<file path="config.mk">
export PLATFORM = sky130hd
export DESIGN_NAME = cook_program_scheduler
export DESIGN_NICKNAME = d
export VERILOG_FILES = /design/src/rtl/cook_program_scheduler_pkg.sv /design/src/rtl/cook_program_scheduler_sec_tick_gen.sv /design/src/rtl/cook_program_scheduler.sv
export SDC_FILE = /design/constraint.sdc
export NUM_CORES = 1
export LEC_CHECK = 0
export CAP_MARGIN = 20
export CORE_ASPECT_RATIO = 1.4
export CORE_UTILIZATION = 56
export DETAILED_ROUTE_END_ITERATION = 8
export PLACE_DENSITY = 0.84
export SETUP_SLACK_MARGIN = 0.1
export SYNTH_ARGS = -nofsm -noshare
export SYNTH_HDL_FRONTEND = slang
export SYNTH_SLANG_ARGS = --single-unit
</file>
<file path="constraint.sdc">
create_clock -name clk -period 3.6 [get_ports clk]
set_clock_uncertainty 0.15 [all_clocks]
set_input_delay 0.9 -clock clk [delete_from_list [all_inputs] [get_ports clk]]
set_output_delay 0.9 -clock clk [all_outputs]
set_load 0.05 [all_outputs]
</file>
<file path="src/rtl/cook_program_scheduler_pkg.sv">
// Shared constants, types and small helpers for the cooking program scheduler.
package cook_program_scheduler_pkg;

  localparam int MIN_W      = 4;
  localparam int SEC_W      = 6;
  localparam int PWR_W      = 4;
  localparam int SLOT_W     = 4;
  localparam int MAX_STAGES = 4;
  localparam int DUTY_SLOTS = 10;

  localparam logic [PWR_W-1:0] MAX_PWR = 4'd10;
  localparam logic [SEC_W-1:0] MAX_SEC = 6'd59;

  typedef enum logic [2:0] {
    ST_IDLE  = 3'd0,
    ST_LOAD  = 3'd1,
    ST_RUN   = 3'd2,
    ST_PAUSE = 3'd3,
    ST_DONE  = 3'd4
  } state_t;

  typedef struct packed {
    logic [MIN_W-1:0] mins;
    logic [SEC_W-1:0] secs;
    logic [PWR_W-1:0] pwr;
  } stage_entry_t;

  localparam stage_entry_t ENTRY_ZERO = '{mins: 4'd0, secs: 6'd0, pwr: 4'd0};

  // Seconds above 59 are stored as 59.
  function automatic logic [SEC_W-1:0] clamp_sec(input logic [SEC_W-1:0] s);
    return (s > MAX_SEC) ? MAX_SEC : s;
  endfunction

  // Power above 10 is stored as 10.
  function automatic logic [PWR_W-1:0] clamp_pwr(input logic [PWR_W-1:0] p);
    return (p > MAX_PWR) ? MAX_PWR : p;
  endfunction

  // A stage takes part in the program only when its time is not 0:00.
  function automatic logic entry_live(input stage_entry_t e);
    return (e.mins != 4'd0) || (e.secs != 6'd0);
  endfunction

endpackage

</file>
<file path="src/rtl/cook_program_scheduler_sec_tick_gen.sv">
// One-second tick divider plus the 0..9 duty slot counter used for power cycling.
module cook_program_scheduler_sec_tick_gen
  import cook_program_scheduler_pkg::*;
#(
  parameter int TICK_DIV = 100
) (
  input  logic              clk,
  input  logic              clear,
  input  logic              run,
  input  logic              restart,
  output logic              sec_tick,
  output logic [SLOT_W-1:0] slot
);

  localparam int TICK_W = (TICK_DIV > 1) ? $clog2(TICK_DIV) : 1;
  localparam logic [TICK_W-1:0] TICK_LAST = TICK_W'(TICK_DIV - 1);
  localparam logic [SLOT_W-1:0] SLOT_LAST = SLOT_W'(DUTY_SLOTS - 1);

  logic [TICK_W-1:0] tick_cnt_r;
  logic [SLOT_W-1:0] slot_r;
  logic              tick_wrap_s;

  assign tick_wrap_s = run && (tick_cnt_r == TICK_LAST);
  assign sec_tick    = tick_wrap_s;
  assign slot        = slot_r;

  // Tick counter: cleared on stage load, counts only while running, holds otherwise.
  always_ff @(posedge clk or posedge clear) begin
    if (clear) begin
      tick_cnt_r <= {TICK_W{1'b0}};
    end else if (restart) begin
      tick_cnt_r <= {TICK_W{1'b0}};
    end else if (run) begin
      tick_cnt_r <= tick_wrap_s ? {TICK_W{1'b0}} : tick_cnt_r + 1'b1;
    end else begin
      tick_cnt_r <= tick_cnt_r;
    end
  end

  // Duty slot: advances once per second and wraps after the tenth slot.
  always_ff @(posedge clk or posedge clear) begin
    if (clear) begin
      slot_r <= 4'd0;
    end else if (restart) begin
      slot_r <= 4'd0;
    end else if (tick_wrap_s) begin
      slot_r <= (slot_r == SLOT_LAST) ? 4'd0 : slot_r + 4'd1;
    end else begin
      slot_r <= slot_r;
    end
  end

endmodule

</file>
<file path="src/rtl/cook_program_scheduler.sv">
// Multi-stage cooking program sequencer: stage store, start edge detect,
// control FSM and door-gated magnetron drive.
module cook_program_scheduler
  import cook_program_scheduler_pkg::*;
#(
  parameter int STAGES   = 3,
  parameter int TICK_DIV = 100
) (
  input  logic             clk,
  input  logic             clear,
  input  logic             prog_we,
  input  logic [1:0]       prog_idx,
  input  logic [MIN_W-1:0] prog_min,
  input  logic [SEC_W-1:0] prog_sec,
  input  logic [PWR_W-1:0] prog_pwr,
  input  logic             startn,
  input  logic             stopn,
  input  logic             door_closed,
  input  logic             timer_zero,
  output logic             timer_load,
  output logic [MIN_W-1:0] timer_min,
  output logic [SEC_W-1:0] timer_sec,
  output logic             timer_en,
  output logic             sec_tick,
  output logic             mag_on,
  output logic [1:0]       stage,
  output logic             busy,
  output logic             done
);

  state_t            state_r, state_nxt_s;
  logic [1:0]        stage_r, stage_nxt_s;
  logic              startn_q_r;
  stage_entry_t      prog_mem_r [MAX_STAGES];
  stage_entry_t      eff_mem_s  [MAX_STAGES];
  stage_entry_t      wr_entry_s;
  stage_entry_t      cur_entry_s;
  logic              wr_en_s;
  logic              start_evt_s;
  logic              any_live_s;
  logic [1:0]        first_live_s;
  logic              has_next_s;
  logic [1:0]        next_live_s;
  logic              load_s, run_s, busy_s, done_s;
  logic              tick_s;
  logic [SLOT_W-1:0] slot_s;

  assign start_evt_s = startn_q_r & ~startn;
  assign wr_en_s     = (state_r == ST_IDLE) && prog_we && (int'(prog_idx) < STAGES);
  assign cur_entry_s = prog_mem_r[stage_r];

  // Incoming entry with out-of-range seconds and power saturated.
  always_comb begin
    wr_entry_s      = ENTRY_ZERO;
    wr_entry_s.mins = prog_min;
    wr_entry_s.secs = clamp_sec(prog_sec);
    wr_entry_s.pwr  = clamp_pwr(prog_pwr);
  end

  // Stage store: written only in IDLE; slots beyond STAGES stay empty forever.
  always_ff @(posedge clk or posedge clear) begin
    if (clear) begin
      for (int i = 0; i < MAX_STAGES; i++) prog_mem_r[i] <= ENTRY_ZERO;
    end else begin
      for (int i = 0; i < MAX_STAGES; i++) begin
        if (wr_en_s && (prog_idx == 2'(i))) prog_mem_r[i] <= wr_entry_s;
        else                                prog_mem_r[i] <= prog_mem_r[i];
      end
    end
  end

  // First live stage, seen through a same-cycle write so a write issued with start counts.
  always_comb begin
    any_live_s   = 1'b0;
    first_live_s = 2'd0;
    for (int i = MAX_STAGES - 1; i >= 0; i--) begin
      eff_mem_s[i] = (wr_en_s && (prog_idx == 2'(i))) ? wr_entry_s : prog_mem_r[i];
      any_live_s   = any_live_s | entry_live(eff_mem_s[i]);
      first_live_s = entry_live(eff_mem_s[i]) ? 2'(i) : first_live_s;
    end
  end

  // Lowest live stage above the current one; empty slots are skipped.
  always_comb begin
    has_next_s  = 1'b0;
    next_live_s = 2'd0;
    for (int i = MAX_STAGES - 1; i >= 0; i--) begin
      has_next_s  = has_next_s | (entry_live(prog_mem_r[i]) && (2'(i) > stage_r));
      next_live_s = (entry_live(prog_mem_r[i]) && (2'(i) > stage_r)) ? 2'(i) : next_live_s;
    end
  end

  // Start button history for falling-edge detection.
  always_ff @(posedge clk or posedge clear) begin
    if (clear) startn_q_r <= 1'b1;
    else       startn_q_r <= startn;
  end

  // FSM state and current stage index.
  always_ff @(posedge clk or posedge clear) begin
    if (clear) begin
      state_r <= ST_IDLE;
      stage_r <= 2'd0;
    end else begin
      state_r <= state_nxt_s;
      stage_r <= stage_nxt_s;
    end
  end

  // Next-state logic; stop outranks door open, which outranks timer_zero and start.
  always_comb begin
    state_nxt_s = state_r;
    stage_nxt_s = stage_r;
    case (state_r)
      ST_IDLE: begin
        if (start_evt_s && door_closed && any_live_s) begin
          state_nxt_s = ST_LOAD;
          stage_nxt_s = first_live_s;
        end else begin
          state_nxt_s = ST_IDLE;
          stage_nxt_s = 2'd0;
        end
      end
      ST_LOAD: begin
        state_nxt_s = ST_RUN;
      end
      ST_RUN: begin
        if (!stopn || !door_closed) begin
          state_nxt_s = ST_PAUSE;
        end else if (timer_zero && has_next_s) begin
          state_nxt_s = ST_LOAD;
          stage_nxt_s = next_live_s;
        end else if (timer_zero) begin
          state_nxt_s = ST_DONE;
        end else begin
          state_nxt_s = ST_RUN;
        end
      end
      ST_PAUSE: begin
        if (!stopn) begin
          state_nxt_s = ST_IDLE;
          stage_nxt_s = 2'd0;
        end else if (start_evt_s && door_closed) begin
          state_nxt_s = ST_RUN;
        end else begin
          state_nxt_s = ST_PAUSE;
        end
      end
      ST_DONE: begin
        if (!stopn || !door_closed || start_evt_s) begin
          state_nxt_s = ST_IDLE;
          stage_nxt_s = 2'd0;
        end else begin
          state_nxt_s = ST_DONE;
        end
      end
      default: begin
        state_nxt_s = ST_IDLE;
        stage_nxt_s = 2'd0;
      end
    endcase
  end

  // Moore output decode from the state register.
  always_comb begin
    load_s = 1'b0;
    run_s  = 1'b0;
    busy_s = 1'b0;
    done_s = 1'b0;
    case (state_r)
      ST_IDLE:  busy_s = 1'b0;
      ST_LOAD:  begin load_s = 1'b1; busy_s = 1'b1; end
      ST_RUN:   begin run_s  = 1'b1; busy_s = 1'b1; end
      ST_PAUSE: busy_s = 1'b1;
      ST_DONE:  done_s = 1'b1;
      default:  busy_s = 1'b0;
    endcase
  end

  cook_program_scheduler_sec_tick_gen #(
    .TICK_DIV (TICK_DIV)
  ) u_sec_tick_gen (
    .clk      (clk),
    .clear    (clear),
    .run      (run_s),
    .restart  (load_s),
    .sec_tick (tick_s),
    .slot     (slot_s)
  );

  assign timer_load = load_s;
  assign timer_min  = load_s ? cur_entry_s.mins : {MIN_W{1'b0}};
  assign timer_sec  = load_s ? cur_entry_s.secs : {SEC_W{1'b0}};
  assign timer_en   = run_s;
  assign sec_tick   = tick_s;
  assign stage      = stage_r;
  assign busy       = busy_s;
  assign done       = done_s;
  // Door gating is combinational so the magnetron drops the instant the door opens.
  assign mag_on     = (slot_s < cur_entry_s.pwr) & door_closed & run_s;

endmodule

</file>
==> results.json, run 1 <==
{
  "rsz0062_at_grt": "false",
  "maxSlewViolCount": 0,
  "p_total_mw": 3.40,
  "syn_nets": 376,
  "nets": 413,
  "min_period_ns": 3.42,
  "antenna_found_initial": 0,
  "postCtsHoldBufs": 0,
  "seqCellArea_um2": 1840,
  "dieArea_um2": 6830,
  "switching_share": 0.396,
  "cts_tree": "done",
  "hold_ws_ns": 0.234,
  "multi_input_area_um2": 1670,
  "drt-initial-drc-count": 199,
  "cts_buffer_depth": 2,
  "core-area_um2": 6250,
  "max-cap-violations": 0,
  "hold_viol_final": 0,
  "setup_viol": 0,
  "power.leakage_nw": 1.96,
  "finalCritPeriodShare": 0.949,
  "ys_seq_elements": 73,
  "wl_per_cell_um": 17.9,
  "grt_overflow": 0,
  "diodes": 0,
  "rows": 34,
  "setup_ws_ns": 0.184,
  "grt_pass1_wl_um": 14100,
  "dr.pass1.iters": 4,
  "irDropWorstVdd_mv": 0.377,
  "cp.required_ns": 2.55,
  "relSlewSlack": 0.520,
  "synth_flop_cell": "dfrtp_1",
  "ioPinCount": 41,
  "layout-drive-gt1-share": 0.188,
  "start_util": 0.582,
  "synthArstFlopShare": 1.00,
  "synth-edff-count": 0,
  "fill_cells": 444,
  "port_buffers": 40,
  "yosys_warnings": 0,
  "grt_usage": 0.268,
  "drtAntennaViolNets": 0,
  "placedInstanceArea_um2": 4120,
  "fin_setup_tns_ns": 0,
  "tightest_slew_ns": 0.719,
  "fin_area_um2": 4350,
  "clk-insertion-delay-late_ns": 0.35,
  "synthCells": 347,
  "grt_pass1_vias": 2963,
  "cts-root-buf": "clkbuf_8",
  "pwr-share-seq": 0.397,
  "syn2layout_area_growth_pct": 19.6,
  "syn_area_um2": 3640,
  "drc_errors": 0,
  "vias_per_cell": 6.22,
  "routabilityCongestion": 0.835,
  "hold_class": "reg2reg",
  "via_count": 2869,
  "p_clk_frac": 0.177,
  "clock.fmax_ghz": 0.293,
  "crit_type": "reg2out",
  "startpoint_type": "register",
  "grt_max_degree": 35,
  "dp_slack_ns": 0.325,
  "cts_htree_levels": 3,
  "crit_path_max_fanout": 4,
  "p_switching_mw": 1.35,
  "outcome": "complete, no violations",
  "p_comb_frac": 0.426,
  "clock-sinks": 73,
  "routed_wl_um": 8260,
  "critPathArrivalTime_ns": 2.37,
  "cp-end-kind": "primary output",
  "hpwl_um": 5850,
  "powerDensity_nw_per_um2": 780,
  "ys_seq_area_frac": 0.502,
  "die_height_um": 97.4,
  "synth.avg_cell_area_um2": 10.5,
  "numCtsBuffers": 9,
  "ys_types": 52,
  "clk_pin_slew_ns": 0.08,
  "p_int_mw": 2.05,
  "die_x_um": 70.1
}
==> per-stage QoR <==
step,std cells,utilization
2_1_floorplan,347,-
3_3_place_gp,443,0.659
3_5_place_dp,443,0.659
4_1_cts,461,0.695
5_1_grt,461,0.696
6_report,461,0.696
==> worst max-delay path, cell delays in order (launching register included) <==
cell and delay, ns:
dfrtp_4 0.48, mux4_2 0.50, inv_1 0.07, ha_1 0.23, a21oi_1 0.13, nor2b_1 0.07, o21ai_0 0.13, and4b_2 0.27
buf_12 0.14
==> flip-flops by register name (all words and copies together) (netlist names) <==
signal,cells
state_r,3
u_sec_tick_gen.tick_cnt_r,7
stage,2
startn_q_r,1
u_sec_tick_gen.slot,4
prog_mem_r,56
==> placed cells by master (no fill, tap or decap), drive strengths merged, types with 10 or more instances in the layout <==
cell type | netlist | final
and2 | 11 | 11
buf | 3 | 15
clkbuf | 25 | 10
clkdlybuf4s50 | 0 | 32
dfrtp | 72 | 72
mux2 | 16 | 16
mux4 | 14 | 14
nand2 | 57 | 57
nor2 | 20 | 20
nor4 | 10 | 10
o21ai | 33 | 33
==> routing by layer <==
metal / track usage / vias up / part of all wire
met4: 0.137 / 0 / 0.028
met2: 0.465 / 106 / 0.54
met1: 0.310 / 1429 / 0.38
met5: 0 / - / 0
li1: - / 1311 / -
met3: 0.0550 / 23 / 0.051
==> cell families (layout without fill, tap and decap cells) <==
kind of cell	Yosys count	in the layout	synth area share
AND/OR/NAND/NOR	135	135	0.185
flip-flops	73	73	0.502
AO/OA/AOI/OAI	58	58	0.0945
buffers and inverters	37	79	0.0405
multiplexers	34	34	0.148
adder cells (fa/ha/maj)	6	6	0.0206
XOR/XNOR	4	4	0.00962
==> worst paths after layout <==
check	start	end	slack (ns)	depth (start not counted)
max	stage[0]	mag_on	0.18	8
min	prog_mem_r[3]	prog_mem_r[3]	0.23	0
max reg2reg	state_r[2]	stage[0]	1.08	7
min reg2reg	prog_mem_r[3]	prog_mem_r[3]	0.23	0
max in group asynchronous	clear	prog_mem_r[6]	1.75	3
min in group asynchronous	clear	prog_mem_r[5]	0.84	2
==> power by group through the flow <==
stage               clock [mW]  sequential (mW)  combinational (mW)
global placement             0             1.35                1.33
CTS                      0.611             1.34                1.45
global route             0.647             1.39                1.56
floorplan                    0             1.27                1.04
detailed placement           0             1.37                1.38
finish                   0.602             1.35                1.45
==> area by class of cell <==
| type | instances | area share |
|---|---|---|
| inverters | 9 | 0.00862 |
| repair buffers | 54 | 0.123 |
| clock inverters | 6 | 0.0115 |
| flip-flops and latches | 73 | 0.422 |
| well taps | 72 | 0.0207 |
| clock buffers | 10 | 0.0316 |
| multi-input cells | 237 | 0.383 |
==> cell usage after synthesis (all sizes together) (3+ instances only) <==
master / n / area [µm²]
nand4: 5 / 31.3
a41oi: 3 / 26.3
mux2i: 4 / 43.8
nand2: 57 / 214
nor3: 4 / 25.0
buf: 3 / 20.0
dfrtp: 72 / 1800
ha: 6 / 75.1
o21ai: 33 / 165
inv: 8 / 30.0
and3: 3 / 18.8
a21oi: 7 / 35.0
nand3: 8 / 40.0
and2: 11 / 68.8
mux4: 14 / 315
clkbuf: 25 / 93.8
xor2: 4 / 35.0
nand2b: 3 / 18.8
mux2: 16 / 180
nor4: 10 / 62.6
nor2: 20 / 75.1
==> repair_timing <==
item | 4_1_cts | 5_1_grt
buffers inserted | 2 | 0
gates resized for setup | 7 | 3
gates cloned | 0 | 0
setup endpoints to repair | 7 | 6
No activity file was read; power rests on OpenSTA's default activity.
==> run 2, diff against run 1 <==
==> constraint.sdc (replaced) <==
create_clock -name clk -period 3.6 [get_ports clk]
set_clock_uncertainty 0.15 [all_clocks]
set_input_delay 0.9 -clock clk [delete_from_list [all_inputs] [get_ports clk]]
set_output_delay 0.9 -clock clk [all_outputs]
set_load 0.01 [all_outputs]
==> run 2 against run 1 <==
Compared with the run above: critical path depth decreased by 3; sequential power about the same; sequential share of layout area about the same; cell count decreased by 1.3%; global-route usage decreased by 0.14 points; register-to-register slack improved by 0.03 ns; first-iteration DRC count decreased by 30%; final area decreased by 0.32%; flip-flop and latch count unchanged; critical path type unchanged.
==> results.json, run 2 (synthesis gave the netlist of run 1 again) <==
{
  "outcome": "complete, no violations",
  "grt_overflow": 0,
  "met2WireLength_um": 4260,
  "dr_wl_met3_um": 299,
  "grt_usage": 0.267,
  "die_x_um": 70.1,
  "drt-initial-drc-count": 139,
  "clock.fmax_ghz": 0.296,
  "startpoint_type": "register",
  "cpMaxStageDelayCell": "clkdlybuf4s50_1",
  "clk_pin_slew_ns": 0.07,
  "antenna_found_initial": 0,
  "cts_tree": "done",
  "dr.max_layer_used": "met4",
  "rows": 34,
  "grt_pass1_vias": 2928,
  "r2r-start": "state_r[2]",
  "wl_met1_um": 3320,
  "hpwl_um": 5790,
  "powerDensity_nw_per_um2": 761,
  "worst_r2r_endpoint": "stage[0]",
  "start_util": 0.582,
  "wl_per_cell_um": 18.0,
  "post_cts_buffers": 0,
  "irDropWorstVdd_mv": 0.594,
  "ioPinCount": 41,
  "mostFrequentLayoutCells": "dfrtp_1, nand2_1, clkdlybuf4s50_1",
  "top_register": "prog_mem_r",
  "worstRegToRegCells": 6,
  "vias_per_cell": 6.09,
  "clock-sinks": 73,
  "cts_buffer_depth": 2,
  "die_height_um": 97.4,
  "crit_type": "reg2out",
  "min_period_ns": 3.38,
  "largest_reg_flops": 56,
  "postCtsHoldBufs": 0,
  "dr.pass1.iters": 4,
  "setup_viol": 0,
  "grt_pass1_wl_um": 13900,
  "core-area_um2": 6250,
  "routabilityCongestion": 0.818,
  "placedInstanceArea_um2": 4100,
  "hold_class": "reg2reg",
  "cts-root-buf": "clkbuf_8",
  "maxSlewViolCount": 0,
  "cp-end-kind": "primary output",
  "fin_area_um2": 4340,
  "crit_path_end": "timer_sec[4]",
  "diodes": 0,
  "critPathArrivalTime_ns": 2.33,
  "cpMostUsedCell": "inv_1",
  "syn2layout_area_growth_pct": 19.2,
  "slowest_delay_ns": 0.54,
  "crit_path_cell_trace": "inv_1 -> nand3b_1 -> inv_1 -> and2_1 -> clkdlybuf4s50_1",
  "cts_htree_levels": 3,
  "clk-insertion-delay-late_ns": 0.35,
  "drc_errors": 0,
  "hold_viol_final": 0,
  "relSlewSlack": 0.542,
  "crit_path_max_fanout": 13,
  "tightest_slew_ns": 0.680,
  "fin_setup_tns_ns": 0,
  "via_count": 2772,
  "nets": 408,
  "crit_start": "state_r[1]",
  "cp.required_ns": 2.55,
  "layout-drive-gt1-share": 0.164,
  "grt_max_degree": 29,
  "drtAntennaViolNets": 0,
  "finalCritPeriodShare": 0.938,
  "dieArea_um2": 6830,
  "port_buffers": 40,
  "rsz0062_at_grt": "false",
  "max-cap-violations": 0,
  "numCtsBuffers": 9,
  "routed_wl_um": 8190,
  "power.leakage_nw": 1.93,
  "r2r_slack_ns": 1.11,
  "final_common_cell": "dfrtp_1"
}
## run 2: area by class of cell
type	instances	area, µm²
Multi-Input combinational cell	237	1670
Clock inverter	5	104
Fill cell	438	1910
Clock buffer	10	138
Inverter	9	33.8
Timing Repair Buffer	49	479
Tap cell	72	90.1
Sequential cell	73	1830
## run 2: how the worst min path moves through the flow
stage	end	from	slack (ns)	cells after the start
after floorplan	prog_mem_r[0]	prog_mem_r[0]	0.27	1
after global placement	prog_mem_r[0]	prog_mem_r[0]	0.21	0
after detailed placement	prog_mem_r[1]	prog_mem_r[1]	0.21	0
after CTS	prog_mem_r[1]	prog_mem_r[1]	0.23	0
after global routing	prog_mem_r[1]	prog_mem_r[1]	0.24	0
final	prog_mem_r[1]	prog_mem_r[1]	0.23	0
## run 2: layer usage
layer	global-route usage	vias up
li1	-	1288
met1	0.321	1372
met2	0.448	86
met3	0.0612	26
met4	0.131	0
met5	0	-
## run 2: timing repair
item / in CTS / in global routing
resized for setup: 1 / 2
cloned: 0 / 0
hold endpoints to repair: 0 / 0
endpoints found under the setup margin: 1 / 1
pin swaps: 0 / 0
## run 2: critical path: cells and delay by family (launching register included)
kind / cells / cell delay [ns]
buffers and inverters: 3 / 1.10
DFF: 1 / 0.47
and+or+nand+nor: 2 / 0.41
## run 2: where the power goes
group / total [mW] / internal, mW / switching (mW)
logic: 1.20 / 0.634 / 0.566
registers: 1.32 / 1.09 / 0.236
clock network: 0.780 / 0.475 / 0.305
## run 2: per-stage QoR
stage	total power [mW]	hold WS, ns	instances	setup slack [ns]	util
after floorplan	2.11	0.274	347	0.117	-
after global placement	2.47	0.210	440	0.310	0.655
after detailed placement	2.52	0.213	440	0.265	0.655
after CTS	3.31	0.230	455	0.120	0.694
after global routing	3.49	0.244	455	0.114	0.694
final	3.30	0.228	455	0.225	0.694
==> run 3, diff against run 2 <==
--- a/config.mk
+++ b/config.mk
@@ -7,6 +7,7 @@
 export LEC_CHECK = 0
 export CAP_MARGIN = 20
 export CORE_ASPECT_RATIO = 1.4
+export CORE_MARGIN = 5
 export CORE_UTILIZATION = 56
 export DETAILED_ROUTE_END_ITERATION = 8
 export PLACE_DENSITY = 0.84
==> run 3 against run 2 <==
Compared with the run above: maximum frequency is 0.41% higher; final area shrank 1.0%; wire length increased by 2.1%; die area up 21%; via count grew 2.3%; largest cell class unchanged; hold slack worse by 0.0022 ns; cell count grew 0.44%; core utilization fell by 1.2 points; critical path depth up 3; sequential share of layout area is 0.43 points higher.
==> results.json, run 3 (synthesis gave the netlist of run 1 again) <==
{
  "die_x_um": 78.1,
  "power.leakage_nw": 1.89,
  "nets": 409,
  "multi_input_area_um2": 1670,
  "tightest_slew_ns": 0.670,
  "maxSlewViolCount": 0,
  "top_register": "prog_mem_r",
  "numCtsBuffers": 9,
  "grt_max_degree": 30,
  "die_height_um": 105,
  "clk-insertion-delay-late_ns": 0.36,
  "drc_errors": 0,
  "dieArea_um2": 8240,
  "p_comb_frac": 0.389,
  "p_clk_frac": 0.191,
  "cts-root-buf": "clkbuf_8",
  "ioPinCount": 41,
  "finalCritPeriodShare": 0.934,
  "cp.required_ns": 2.55,
  "r2r_slack_ns": 1.11,
  "largest_reg_flops": 56,
  "outcome": "complete, no violations",
  "drt-initial-drc-count": 143,
  "layout-drive-gt1-share": 0.166,
  "drtAntennaViolNets": 0,
  "max-cap-violations": 0,
  "final_common_cell": "dfrtp_1",
  "vias_per_cell": 6.21,
  "routed_wl_um": 8360,
  "startpoint_type": "register",
  "grt_usage": 0.218,
  "syn2layout_area_growth_pct": 18.0,
  "wl_per_cell_um": 18.3,
  "rows": 34,
  "start_util": 0.578,
  "p_switching_mw": 1.10,
  "antenna_found_initial": 0,
  "p_int_mw": 2.04,
  "switching_share": 0.351,
  "fin_setup_tns_ns": 0,
  "grt_pass1_vias": 2970,
  "setup_viol": 0,
  "crit_type": "reg2out",
  "grt_overflow": 0,
  "cts_buffer_depth": 2,
  "r2r-start": "state_r[0]",
  "cts_tree": "done",
  "cp-end-kind": "primary output",
  "routabilityCongestion": 0.834,
  "relSlewSlack": 0.553,
  "hold_viol_final": 0,
  "critPathArrivalTime_ns": 2.31,
  "irDropWorstVdd_mv": 0.397,
  "dr.pass1.iters": 4,
  "fin_cells": 457,
  "placedInstanceArea_um2": 4110,
  "cts_htree_levels": 3,
  "via_count": 2837,
  "post_cts_buffers": 0,
  "hpwl_um": 6130,
  "fill_cells": 474,
  "crit_start": "stage[0]",
  "mostFrequentLayoutCells": "dfrtp_1, nand2_1, clkdlybuf4s50_1",
  "worst_r2r_endpoint": "stage[0]",
  "diodes": 0,
  "grt_pass1_wl_um": 13900,
  "clock-sinks": 73,
  "rsz0062_at_grt": "true",
  "core-area_um2": 6300,
  "clock.fmax_ghz": 0.297,
  "hold_class": "reg2reg",
  "powerDensity_nw_per_um2": 730,
  "port_buffers": 40,
  "seqCellArea_um2": 1830,
  "worstRegToRegCells": 6,
  "clk_pin_slew_ns": 0.07,
  "crit_path_max_fanout": 4,
  "min_period_ns": 3.36,
  "dp.cells": 441,
  "pwr-share-seq": 0.420,
  "crit_path_end": "mag_on",
  "fin_area_um2": 4300
}
==> run 3: cell type report <==
cell class | count | area share
sequential | 73 | 0.426
timing repair buffer | 50 | 0.114
clock buffer | 14 | 0.0402
clock inverter | 2 | 0.00291
tap | 72 | 0.0210
multi-input combinational | 237 | 0.388
inverter | 9 | 0.00874
==> run 3: power by group through the flow <==
stage	clock (mW)	combinational, mW	sequential [mW]
final	0.598	1.22	1.32
after global routing	0.642	1.34	1.35
after CTS	0.610	1.22	1.31
after detailed placement	0	1.22	1.33
after global placement	0	1.17	1.31
after floorplan	0	0.872	1.23
==> run 3: how the worst min path moves through the flow <==
stage	cells past startpoint	to	start	slack (ns)
2_1_floorplan	1	prog_mem_r[0]	prog_mem_r[0]	0.27
3_3_place_gp	0	prog_mem_r[0]	prog_mem_r[0]	0.21
3_5_place_dp	0	prog_mem_r[2]	prog_mem_r[2]	0.21
4_1_cts	0	prog_mem_r[2]	prog_mem_r[2]	0.23
5_1_grt	0	prog_mem_r[1]	prog_mem_r[1]	0.24
6_report	0	prog_mem_r[2]	prog_mem_r[2]	0.23
==> run 3: worst max-delay path, stage by stage (launching register included) <==
cell,delay [ns]
dfrtp_2,0.41
mux4_2,0.51
inv_1,0.08
ha_1,0.22
a21oi_1,0.13
nor2b_1,0.06
o21ai_1,0.11
and4b_1,0.21
clkdlybuf4s15_1,0.24
==> run 3: repair_timing <==
action | CTS | global route
hold buffers | 0 | 0
endpoints found under the hold margin | 0 | 0
setup endpoints to repair | 1 | 2
gates resized for setup | 1 | 4
==> run 3: metal layers <==
layer,vias up,GRT usage,part of all wire
met5,-,0,0
met4,0,0.114,0.033
met3,29,0.0546,0.052
met2,110,0.377,0.54
met1,1397,0.247,0.38
li1,1301,-,-
==> run 3: metrics by stage <==
stage / util / total power, mW / setup WS, ns / hold slack, ns
floorplan: - / 2.11 / 0.117 / 0.274
global placement: 0.652 / 2.48 / 0.308 / 0.211
detailed placement: 0.652 / 2.54 / 0.242 / 0.214
CTS: 0.681 / 3.14 / 0.127 / 0.230
global route: 0.682 / 3.34 / 0.0919 / 0.239
finish: 0.682 / 3.13 / 0.238 / 0.226
